--- src/rtl/cdma_wt_rsp_tracker.sv ---
`timescale 1ns/1ps
`default_nettype none
// +------------------------------------------------------------------------------+
// | cdma_wt_rsp_tracker: tags CDMA weight read-response beats with end-of-request |
// | Rev 1.0                                                                      |
// +------------------------------------------------------------------------------+
module cdma_wt_rsp_tracker #(
  parameter int DW    = 512,
  parameter int CNT_W = 16
) (
  input  logic             clk,
  input  logic             reset_,
  input  logic             fifo_rd_req,
  output logic             fifo_rd_ready,
  input  logic [5:0]       fifo_rd_data,
  input  logic             dma_rsp_valid,
  output logic             dma_rsp_ready,
  input  logic [DW-1:0]    dma_rsp_data,
  output logic             out_valid,
  input  logic             out_ready,
  output logic [DW-1:0]    out_data,
  output logic             out_last,
  output logic [CNT_W-1:0] req_done_cnt,
  output logic             idle
);

  typedef enum logic [0:0] {
    IDLE   = 1'b0,
    ACTIVE = 1'b1
  } state_t;

  state_t     state;
  logic [5:0] beat_rem;
  logic       adv;
  logic       accept;
  logic       last_beat;
  logic       pop;

  assign adv           = !out_valid || out_ready;
  assign dma_rsp_ready = (state == ACTIVE) && adv;
  assign accept        = dma_rsp_valid && dma_rsp_ready;
  assign last_beat     = (beat_rem == 6'd0);

  // Pop in IDLE, or while the last beat of the current request is taken so the
  // next request starts without a bubble; never a function of fifo_rd_req.
  assign fifo_rd_ready = reset_ && ((state == IDLE) || (accept && last_beat));
  assign pop           = fifo_rd_req && fifo_rd_ready;

  always_ff @(posedge clk or negedge reset_) begin
    if (!reset_) begin
      state        <= IDLE;
      beat_rem     <= 6'd0;
      out_valid    <= 1'b0;
      out_last     <= 1'b0;
      req_done_cnt <= '0;
    end else begin
      if (state == IDLE) begin
        if (pop) begin
          beat_rem <= fifo_rd_data;
          state    <= ACTIVE;
        end
      end else if (accept) begin
        if (!last_beat) begin
          beat_rem <= beat_rem - 6'd1;
        end else if (pop) begin
          beat_rem <= fifo_rd_data;
        end else begin
          state <= IDLE;
        end
      end

      if (accept) begin
        out_valid <= 1'b1;
        out_last  <= last_beat;
        if (last_beat) begin
          req_done_cnt <= req_done_cnt + 1'b1;
        end
      end else if (out_ready) begin
        out_valid <= 1'b0;
      end
    end
  end

  // Payload needs no reset; it is only meaningful while out_valid is set.
  always_ff @(posedge clk) begin
    if (accept) begin
      out_data <= dma_rsp_data;
    end
  end

  assign idle = (state == IDLE) && !out_valid;

endmodule
`default_nettype wire

--- config.mk ---
export PLATFORM = sky130hd
export DESIGN_NAME = cdma_wt_rsp_tracker
export DESIGN_NICKNAME = d
export VERILOG_FILES = /design/src/rtl/cdma_wt_rsp_tracker.sv
export SDC_FILE = /design/constraint.sdc
export NUM_CORES = 1
export LEC_CHECK = 0
export BUFFER_PORTS_ARGS = -buffer_cell sky130_fd_sc_hd__buf_2
export CAP_MARGIN = 20
export CORE_AREA = 2 2 406 408
export CTS_CLUSTER_SIZE = 24
export DETAILED_ROUTE_END_ITERATION = 8
export DIE_AREA = 0 0 408 410
export PLACE_DENSITY = 0.38
export SYNTH_ARGS = -nofsm -noshare
export SYNTH_HDL_FRONTEND = slang
export SYNTH_SLANG_ARGS = --single-unit
--- constraint.sdc ---
create_clock -name clk -period 18.9 [get_ports clk]
set_clock_uncertainty 0.05 [all_clocks]
set_input_delay 3.78 -clock clk [delete_from_list [all_inputs] [get_ports clk]]
set_output_delay 3.78 -clock clk [all_outputs]
set_load 0.02 [all_outputs]
==> flow_summary.json, run 1 <==
{
  "drc": 0,
  "hp-class": "reg2reg",
  "end_kind": "output pin",
  "r2r-end": "out_data[198]",
  "grt_pass1_vias": 11000,
  "r2r_cells": 6,
  "wire_per_inst_um": 19.3,
  "grt_max_degree": 146,
  "setup_viol": 0,
  "fin_crit_sh": 0.459,
  "ys_types": 39,
  "syn_nets": 1171,
  "cts_made_buffers": 67,
  "grt_first_pass_wirelength_um": 98900,
  "syn_avg_cell_area_um2": 26.0,
  "cts_tree": "yes",
  "cp.arrival_ps": 4840,
  "rows": 149,
  "ys_ff_latch": 537,
  "synth-main-ff-cell": "edfxtp_1",
  "grt_setup_unrepaired": "no",
  "cts.clk_slew.worst_paths_ps": 50,
  "syn_area_um2": 16800,
  "tightest_slew_ps": 940,
  "post_cts_resize_count": 0,
  "p_per_area_nw_per_um2": 116,
  "run_status": "finished clean",
  "synth_warnings": 0,
  "portBuffers": 1055,
  "area_growth_pct": 60.9,
  "netlist_instances": 645,
  "hold_path_depth": 1,
  "detail-route-antenna-nets": 0,
  "gp_congestion": 0.841,
  "initial_core_util": 0.103,
  "yosysTopAreaCellShare": 0.917,
  "place_inst": 3894,
  "post_cts_buffers": 0,
  "clk_path_buf_depth": 3,
  "critPathMaxFanout": 9,
  "ctsRootBufferMaster": "clkbuf_16",
  "antenna_found_initial": 42,
  "grt_util_all_layers": 0.0881,
  "tns_ps": 0,
  "min_delay_worst_endpoint": "req_done_cnt[15]",
  "place_ws_ps": 10260,
  "slew_headroom": 0.373,
  "firstDrtPassIters": 4,
  "die_x_um": 408,
  "grt-ovfl-total": 0,
  "r2r_start": "out_valid",
  "drive_gt1_frac": 0.638,
  "min_from": "req_done_cnt[15]",
  "ys_top_cells_by_count": "edfxtp_1, dfrtp_1, xor2_1",
  "dieHeight_um": 410,
  "ys_seq_area_frac": 0.954,
  "ios": 1056,
  "p_total_w": 0.00313,
  "hold_viol": 0,
  "worstSetupPathType": "in2out",
  "p_leak_nw": 10.8,
  "cts_sinks": 537,
  "stdcell_count": 4025,
  "routed-via-count": 11200,
  "dp_hpwl_um": 63400,
  "synth_edf_count": 512,
  "htreeDepth": 3,
  "drt-vias-per-instance": 2.77,
  "cap_violations": 0,
  "synth_area_leader_cell": "edfxtp_1",
  "first_iter_violations": 638,
  "ctsHoldBuffers": 0,
  "insertion_delay_ps": 650,
  "async_reset_ff_frac": 0.0466,
  "yosysMostFrequentCell": "edfxtp_1",
  "design.core.area_um2": 163000,
  "fin_crit_ps": 8670,
  "drt_wl_total_um": 77900,
  "required_ps": 15070,
  "ff2ff_setup_slack_ps": 14870,
  "start_kind": "input port",
  "dieArea_um2": 167000,
  "timing.final.ws_setup_ps": 10230,
  "slew_violations": 0,
  "fmax_mhz": 115,
  "ir_worst_vdd_mv": 0.0652,
  "nets": 2300,
  "synthTopCellsByArea": "edfxtp_1, dfrtp_1, xor2_1"
}
[sequential cells by signal, indices dropped and copies added, names as in the netlist]
signal / count
beat_rem: 6
out_data: 512
out_last: 1
out_valid: 1
req_done_cnt: 16
state: 1
[final cells by class]
class / instances / area [um2]
fillers: 18100 / 137000
flip-flops and latches: 537 / 16000
repair buffers: 1063 / 5350
well taps: 2189 / 2740
clock buffers: 85 / 1770
multi-input cells: 95 / 717
clock inverters: 35 / 342
inverters: 10 / 45.0
diodes: 11 / 27.5
[critical path, cell delays in order]
cell and delay, ps:
buf_2 70, nand2b_1 230, a21o_1 310, and3_1 250, buf_2 190
[through the flow]
| stage | hold slack [ps] | utilization | instance area (um2) |
|---|---|---|---|
| final | 429 | 0.165 | 27000 |
| after global routing | 467 | 0.165 | 27000 |
| after CTS | 439 | 0.165 | 27000 |
| after detailed placement | 425 | 0.152 | 24900 |
| after global placement | 417 | 0.152 | 24900 |
| after floorplan | 471 | - | 16800 |
[layout by cell type, fill, tap and decap left out, drive strengths merged, types with 2 or more instances in the layout]
master | synthesis | routed
a211oi | 2 | 2
and3 | 2 | 2
xor2 | 13 | 13
buf | 2 | 1063
edfxtp | 512 | 512
xnor2 | 2 | 2
clkinv | 0 | 25
ha | 3 | 3
a21oi | 5 | 5
dfrtp | 25 | 25
nor4b | 2 | 2
diode | 0 | 11
a21o | 3 | 3
nor3 | 4 | 4
clkbuf | 1 | 85
or4 | 2 | 2
bufinv | 0 | 5
nor2 | 4 | 4
and4 | 3 | 3
nand3 | 10 | 10
nor4 | 12 | 12
inv | 10 | 14
o31ai | 2 | 2
and2 | 2 | 2
mux2i | 2 | 2
nand2 | 11 | 11
[kinds of logic after synthesis]
group | count (synthesis) | share of synthesized area
DFF | 537 | 0.954
AOI/OAI and AO/OA | 19 | 0.00806
adders and majority gates | 3 | 0.00224
buffers and inverters | 13 | 0.00343
muxes | 3 | 0.00186
and+or+nand+nor | 55 | 0.0227
xor gates and xnor gates | 15 | 0.00783
[layer usage]
layer,up-vias,track usage,wire (um)
met5,-,0,272
met4,40,0.0356,2520
met3,149,0.0423,8330
met2,629,0.142,37600
met1,5475,0.0995,29200
li1,4876,-,-
[report_power, final]
group | internal (W) | switching, W
logic | 0.000120 | 0.000277
clock network | 0.000734 | 0.000521
registers | 0.00144 | 0.0000458
total | 0.00229 | 0.000843
[worst max path at each step]
| stage | end | startpoint | cells after the start | slack (ps) |
|---|---|---|---|---|
| 2_1_floorplan | out_data[0] | out_ready | 4 | 3860 |
| 3_3_place_gp | fifo_rd_ready | out_ready | 5 | 10260 |
| 3_5_place_dp | fifo_rd_ready | out_ready | 5 | 10260 |
| 4_1_cts | fifo_rd_ready | out_ready | 5 | 10260 |
| 5_1_grt | fifo_rd_ready | out_ready | 5 | 10170 |
| 6_report | fifo_rd_ready | out_ready | 5 | 10230 |
(Power assumes the default switching activity.)
==> run 2, diff against run 1 <==
--- a/config.mk
+++ b/config.mk
@@ -11,7 +11,7 @@
 export CTS_CLUSTER_SIZE = 24
 export DETAILED_ROUTE_END_ITERATION = 8
 export DIE_AREA = 0 0 408 410
-export PLACE_DENSITY = 0.38
+export PLACE_DENSITY = 0.39
 export SYNTH_ARGS = -nofsm -noshare
 export SYNTH_HDL_FRONTEND = slang
 export SYNTH_SLANG_ARGS = --single-unit
==> constraint.sdc (replaced) <==
create_clock -name clk -period 7.5 [get_ports clk]
set_clock_uncertainty 0.05 [all_clocks]
set_input_delay 1.5 -clock clk [delete_from_list [all_inputs] [get_ports clk]]
set_output_delay 1.5 -clock clk [all_outputs]
set_load 0.02 [all_outputs]
==> flow_summary.json, run 2 (synthesis gave the netlist of run 1 again) <==
{
  "run_status": "finished clean",
  "end_kind": "output pin",
  "grt_util_all_layers": 0.0900,
  "hp-class": "reg2reg",
  "grt_first_pass_wirelength_um": 102000,
  "critPathMostFrequentCell": "buf_2",
  "regMostFlops": "out_data",
  "ios": 1056,
  "r2r_cells": 3,
  "p_sw_frac": 0.277,
  "firstDrtPassIters": 5,
  "r2r_start": "state",
  "reg_top3": "out_data (512), req_done_cnt (16), beat_rem (6)",
  "ff2ff_setup_slack_ps": 4300,
  "timing.final.ws_setup_ps": 3520,
  "setup_viol": 0,
  "drt_wl_total_um": 79300,
  "grt_setup_unrepaired": "no",
  "place_ws_ps": 3030,
  "cts.clk_slew.worst_paths_ps": 50,
  "r2r-end": "out_data[181]",
  "cts_made_buffers": 69,
  "crit_start": "out_ready",
  "dieArea_um2": 167000,
  "grt_max_degree": 113,
  "portBuffers": 1055,
  "ir_worst_vdd_mv": 0.168,
  "fin_crit_sh": 0.531,
  "ctsHoldBuffers": 0,
  "power.share.sequential": 0.461,
  "required_ps": 5950,
  "antenna_found_initial": 37,
  "worstSetupPathType": "in2out",
  "routed-via-count": 11400,
  "final_cell_mix": "buf_2, edfxtp_1, clkbuf_16, dfrtp_1",
  "nets": 2312,
  "die_x_um": 408,
  "initial_core_util": 0.103,
  "grt-ovfl-total": 0,
  "cap_violations": 0,
  "crit_family": "simple AND/OR/NAND/NOR gates",
  "htreeDepth": 3,
  "hold_viol": 0,
  "p_total_w": 0.00807,
  "endpoint": "fifo_rd_ready",
  "clk_path_buf_depth": 3,
  "n_fill_cell": 18000,
  "slew_headroom": 0.326,
  "cp.arrival_ps": 2430,
  "cts_sinks": 537,
  "largest_reg_flops": 512,
  "grt_pass1_vias": 11100,
  "p_int_w": 0.00583,
  "post_cts_resize_count": 0,
  "rows": 149,
  "p_per_area_nw_per_um2": 296,
  "critPathMaxFanout": 9,
  "cp.depth": 5,
  "cpPeakStageDelay_ps": 290,
  "p_comb_frac": 0.127,
  "p_leak_nw": 10.9,
  "design.core.area_um2": 163000,
  "stdcell_count": 4034,
  "gp_congestion": 0.835,
  "first_iter_violations": 747,
  "area_growth_pct": 62.3,
  "critPathSlowestCell": "a21o_1",
  "insertion_delay_ps": 660,
  "mostFrequentLayoutCell": "buf_2",
  "drc": 0,
  "detail-route-antenna-nets": 0,
  "fin_crit_ps": 3980,
  "wire_per_inst_um": 19.7,
  "drive_gt1_frac": 0.645,
  "power.switching_w": 0.00224,
  "crit_chain": "buf_2, nand2b_4, a21o_1, and3_1, buf_2",
  "start_kind": "input port",
  "place_inst": 3904,
  "multi_input_area_um2": 729,
  "cts_tree": "yes",
  "drt-vias-per-instance": 2.83,
  "ctsRootBufferMaster": "clkbuf_16",
  "post_cts_buffers": 0,
  "dp_hpwl_um": 63800,
  "cp_num_buf_inv": 2,
  "dieHeight_um": 410,
  "finalCoreUtilization": 0.166,
  "fmax_mhz": 251,
  "seqCellArea_um2": 16000,
  "tightest_slew_ps": 1010,
  "slew_violations": 0,
  "clockPowerShare": 0.411
}
-- run 2: changes by cell type in the layout (fill, tap and decap cells not counted), moves of 2 or more --
cell	change
clkinv_16	+3
diode_2	-6
buf_12	+2
inv_6	+3
clkinv_2	+2
clkbuf_1	-2
clkinv_1	-3
buf_4	+8
-- run 2: worst min path at each step --
| stage | start | to | slack (ps) | depth (start not counted) |
|---|---|---|---|---|
| floorplan | beat_rem[0] | beat_rem[0] | 470 | 1 |
| global placement | req_done_cnt[15] | req_done_cnt[15] | 410 | 1 |
| global route | req_done_cnt[14] | req_done_cnt[14] | 460 | 1 |
| CTS | req_done_cnt[5] | req_done_cnt[5] | 430 | 1 |
| detailed placement | req_done_cnt[15] | req_done_cnt[15] | 420 | 1 |
| finish | req_done_cnt[15] | req_done_cnt[15] | 430 | 1 |
-- run 2: layout make-up --
class,count,area share
Sequential cell,537,0.588
Clock buffer,84,0.0655
Multi-Input combinational cell,95,0.0268
Inverter,10,0.00152
Clock inverter,41,0.0169
Antenna cell,5,0.000460
Tap cell,2189,0.101
Timing Repair Buffer,1073,0.200
-- run 2: power groups by stage --
stage	logic [W]	registers (W)	clock network, W
after detailed placement	0.00106	0.00378	0
after CTS	0.00106	0.00373	0.00348
after global placement	0.00106	0.00378	0
after floorplan	0.000188	0.00416	0
after global routing	0.00110	0.00375	0.00357
final	0.00103	0.00372	0.00332
-- run 2: worst register-to-register path, stage by stage (launching register included) --
cell and delay [ps]:
dfrtp_1 490, nand3_2 570, clkinvlp_4 760, buf_4 820
-- run 2: per-layer routing --
metal  routed length, um  part of all wire  vias to the layer above  GRT usage
li1                    -                 -                     4898          -
met1               31900              0.40                     5728      0.108
met2               38500              0.49                      636      0.146
met3                7040             0.089                      129     0.0369
met4                1760             0.022                       24     0.0266
met5                 135            0.0017                        -          0
-- run 2: stage by stage --
stage	area [um2]	hold WS (ps)	TNS [ps]
after global routing	27200	456	0
after floorplan	16800	471	-1296570
after CTS	27200	435	0
after global placement	25000	414	0
final	27200	427	0
after detailed placement	25000	419	0
==> run 3, diff against run 2 <==
--- a/config.mk
+++ b/config.mk
@@ -11,7 +11,7 @@
 export CTS_CLUSTER_SIZE = 24
 export DETAILED_ROUTE_END_ITERATION = 8
 export DIE_AREA = 0 0 408 410
-export PLACE_DENSITY = 0.39
+export PLACE_DENSITY = 0.38
 export SYNTH_ARGS = -nofsm -noshare
 export SYNTH_HDL_FRONTEND = slang
 export SYNTH_SLANG_ARGS = --single-unit
==> constraint.sdc (replaced) <==
create_clock -name clk -period 4.05 [get_ports clk]
set_clock_uncertainty 0.05 [all_clocks]
set_input_delay 0.81 -clock clk [delete_from_list [all_inputs] [get_ports clk]]
set_output_delay 0.81 -clock clk [all_outputs]
set_load 0.02 [all_outputs]
==> flow_summary.json, run 3 (synthesis gave the netlist of run 1 again) <==
{
  "critPathSlowestCell": "dfrtp_1",
  "place_inst": 3908,
  "crit_start": "beat_rem[0]",
  "grt-ovfl-total": 0,
  "dieArea_um2": 167000,
  "m1WireLength_um": 32800,
  "reg_top3": "out_data (512), req_done_cnt (16), beat_rem (6)",
  "fin_crit_ps": 3260,
  "top_layer": "met5",
  "run_status": "finished clean",
  "cp.arrival_ps": 2400,
  "ir_worst_vdd_mv": 0.303,
  "rows": 149,
  "insertion_delay_ps": 680,
  "area_growth_pct": 61.9,
  "p_comb_frac": 0.130,
  "ctsRootBufferMaster": "clkbuf_16",
  "drc": 0,
  "fmax_mhz": 307,
  "grt_first_pass_wirelength_um": 104000,
  "dp_hpwl_um": 66700,
  "power.share.sequential": 0.468,
  "r2r-end": "req_done_cnt[1]",
  "power.switching_w": 0.00409,
  "finalCoreUtilization": 0.166,
  "p_total_w": 0.0148,
  "n_fill_cell": 18100,
  "wl_met3_um": 7220,
  "p_sw_frac": 0.278,
  "r2r_start": "beat_rem[0]",
  "slew_headroom": 0.492,
  "fin_crit_sh": 0.805,
  "firstDrtPassIters": 4,
  "p_per_area_nw_per_um2": 543,
  "clockPowerShare": 0.401,
  "worstSetupPathType": "reg2out",
  "stdcell_count": 4034,
  "tns_ps": 0,
  "grt_max_degree": 105,
  "initial_core_util": 0.103,
  "wl_met2_um": 39800,
  "cts_sinks": 537,
  "regMostFlops": "out_data",
  "tightest_slew_ps": 762,
  "setup_viol": 0,
  "mostFrequentLayoutCell": "buf_2",
  "cpPeakStageDelay_ps": 430,
  "cap_violations": 0,
  "r2r_cells": 6,
  "first_iter_violations": 785,
  "p_leak_nw": 10.9,
  "place_ws_ps": 1410,
  "start_kind": "flop",
  "ios": 1056,
  "critPathMaxFanout": 7,
  "drt_wl_total_um": 81800,
  "detail-route-antenna-nets": 0,
  "timing.final.ws_setup_ps": 791,
  "routed-via-count": 11500,
  "endpoint": "fifo_rd_ready",
  "drt-vias-per-instance": 2.85,
  "gp_congestion": 0.871,
  "nets": 2315,
  "dieHeight_um": 410,
  "grt_util_all_layers": 0.0931,
  "ff2ff_setup_slack_ps": 1790,
  "cts_made_buffers": 67,
  "post_cts_resize_count": 0,
  "die_x_um": 408,
  "drive_gt1_frac": 0.644,
  "portBuffers": 1055,
  "required_ps": 3190,
  "wire_per_inst_um": 20.3,
  "hold_viol": 0,
  "htreeDepth": 3,
  "end_kind": "output pin",
  "p_int_w": 0.0107,
  "clk_path_buf_depth": 3,
  "design.core.area_um2": 163000,
  "grt_setup_unrepaired": "no",
  "antenna_found_initial": 47,
  "grt_pass1_vias": 11300,
  "slew_violations": 0,
  "largest_reg_flops": 512,
  "cts_tree": "yes",
  "cts.clk_slew.worst_paths_ps": 60,
  "hp-class": "in2reg",
  "final_cell_mix": "buf_2, edfxtp_1, clkbuf_16, dfrtp_1, buf_4",
  "crit_chain": "inv_1, ha_1, nor4b_4, a21o_1, and3_1, buf_2"
}
[run 3: changes by cell type in the layout (fill, tap and decap cells not counted), moves of 2 or more]
cell and delta:
clkinvlp_4 +2, inv_6 -4, clkinv_16 -2, clkinv_1 +2, clkbuf_1 -3, clkinv_8 +2, buf_4 +3
[run 3: final cells by class]
type	instances	area (um2)	share of cell area
antenna	6	15.0	0.000553
clock buffer	80	1750	0.0643
clock inverter	39	382	0.0141
inverter	10	41.3	0.00152
multi-input combinational	95	729	0.0269
sequential	537	16000	0.589
tap	2189	2740	0.101
timing repair buffer	1078	5510	0.203
[run 3: stage by stage]
stage / hold WS (ps) / cell area [um2]
after floorplan: 464 / 16800
after global placement: 422 / 25000
after detailed placement: 412 / 25000
after CTS: 134 / 27100
after global routing: 151 / 27100
final: 240 / 27200
[run 3: worst min-delay path by stage]
stage,depth (start not counted),start,end
6_report,1,dma_rsp_data[29],out_data[29]
5_1_grt,1,dma_rsp_data[29],out_data[29]
4_1_cts,1,dma_rsp_data[142],out_data[142]
3_5_place_dp,1,out_last,out_last
3_3_place_gp,1,out_last,out_last
2_1_floorplan,0,reset_,beat_rem[0]
[run 3: what timing repair did]
| action | in CTS | in global routing |
|---|---|---|
| hold buffers | 1 | 0 |
| setup buffers | 0 | 0 |
| endpoints found under the hold margin | 1 | 0 |
[run 3: metal layers]
metal / vias to the layer above / track usage
li1: 4906 / -
met1: 5735 / 0.112
met2: 694 / 0.153
met3: 130 / 0.0362
met4: 18 / 0.0277
met5: - / 0
[run 3: critical path: cells and delay by family (launching register included)]
| kind | cells | cell delay [ps] |
|---|---|---|
| AND/OR/NAND/NOR | 2 | 540 |
| buffers and inverters | 2 | 280 |
| AO/OA/AOI/OAI | 1 | 310 |
| flip-flops | 1 | 430 |
| adder cells (fa/ha/maj) | 1 | 170 |
[run 3: power groups by stage]
stage	registers [W]	clock network, W	logic, W
detailed placement	0.00702	0	0.00195
global placement	0.00702	0	0.00197
floorplan	0.00770	0	0.000347
finish	0.00691	0.00592	0.00192
global route	0.00695	0.00637	0.00203
CTS	0.00692	0.00617	0.00196
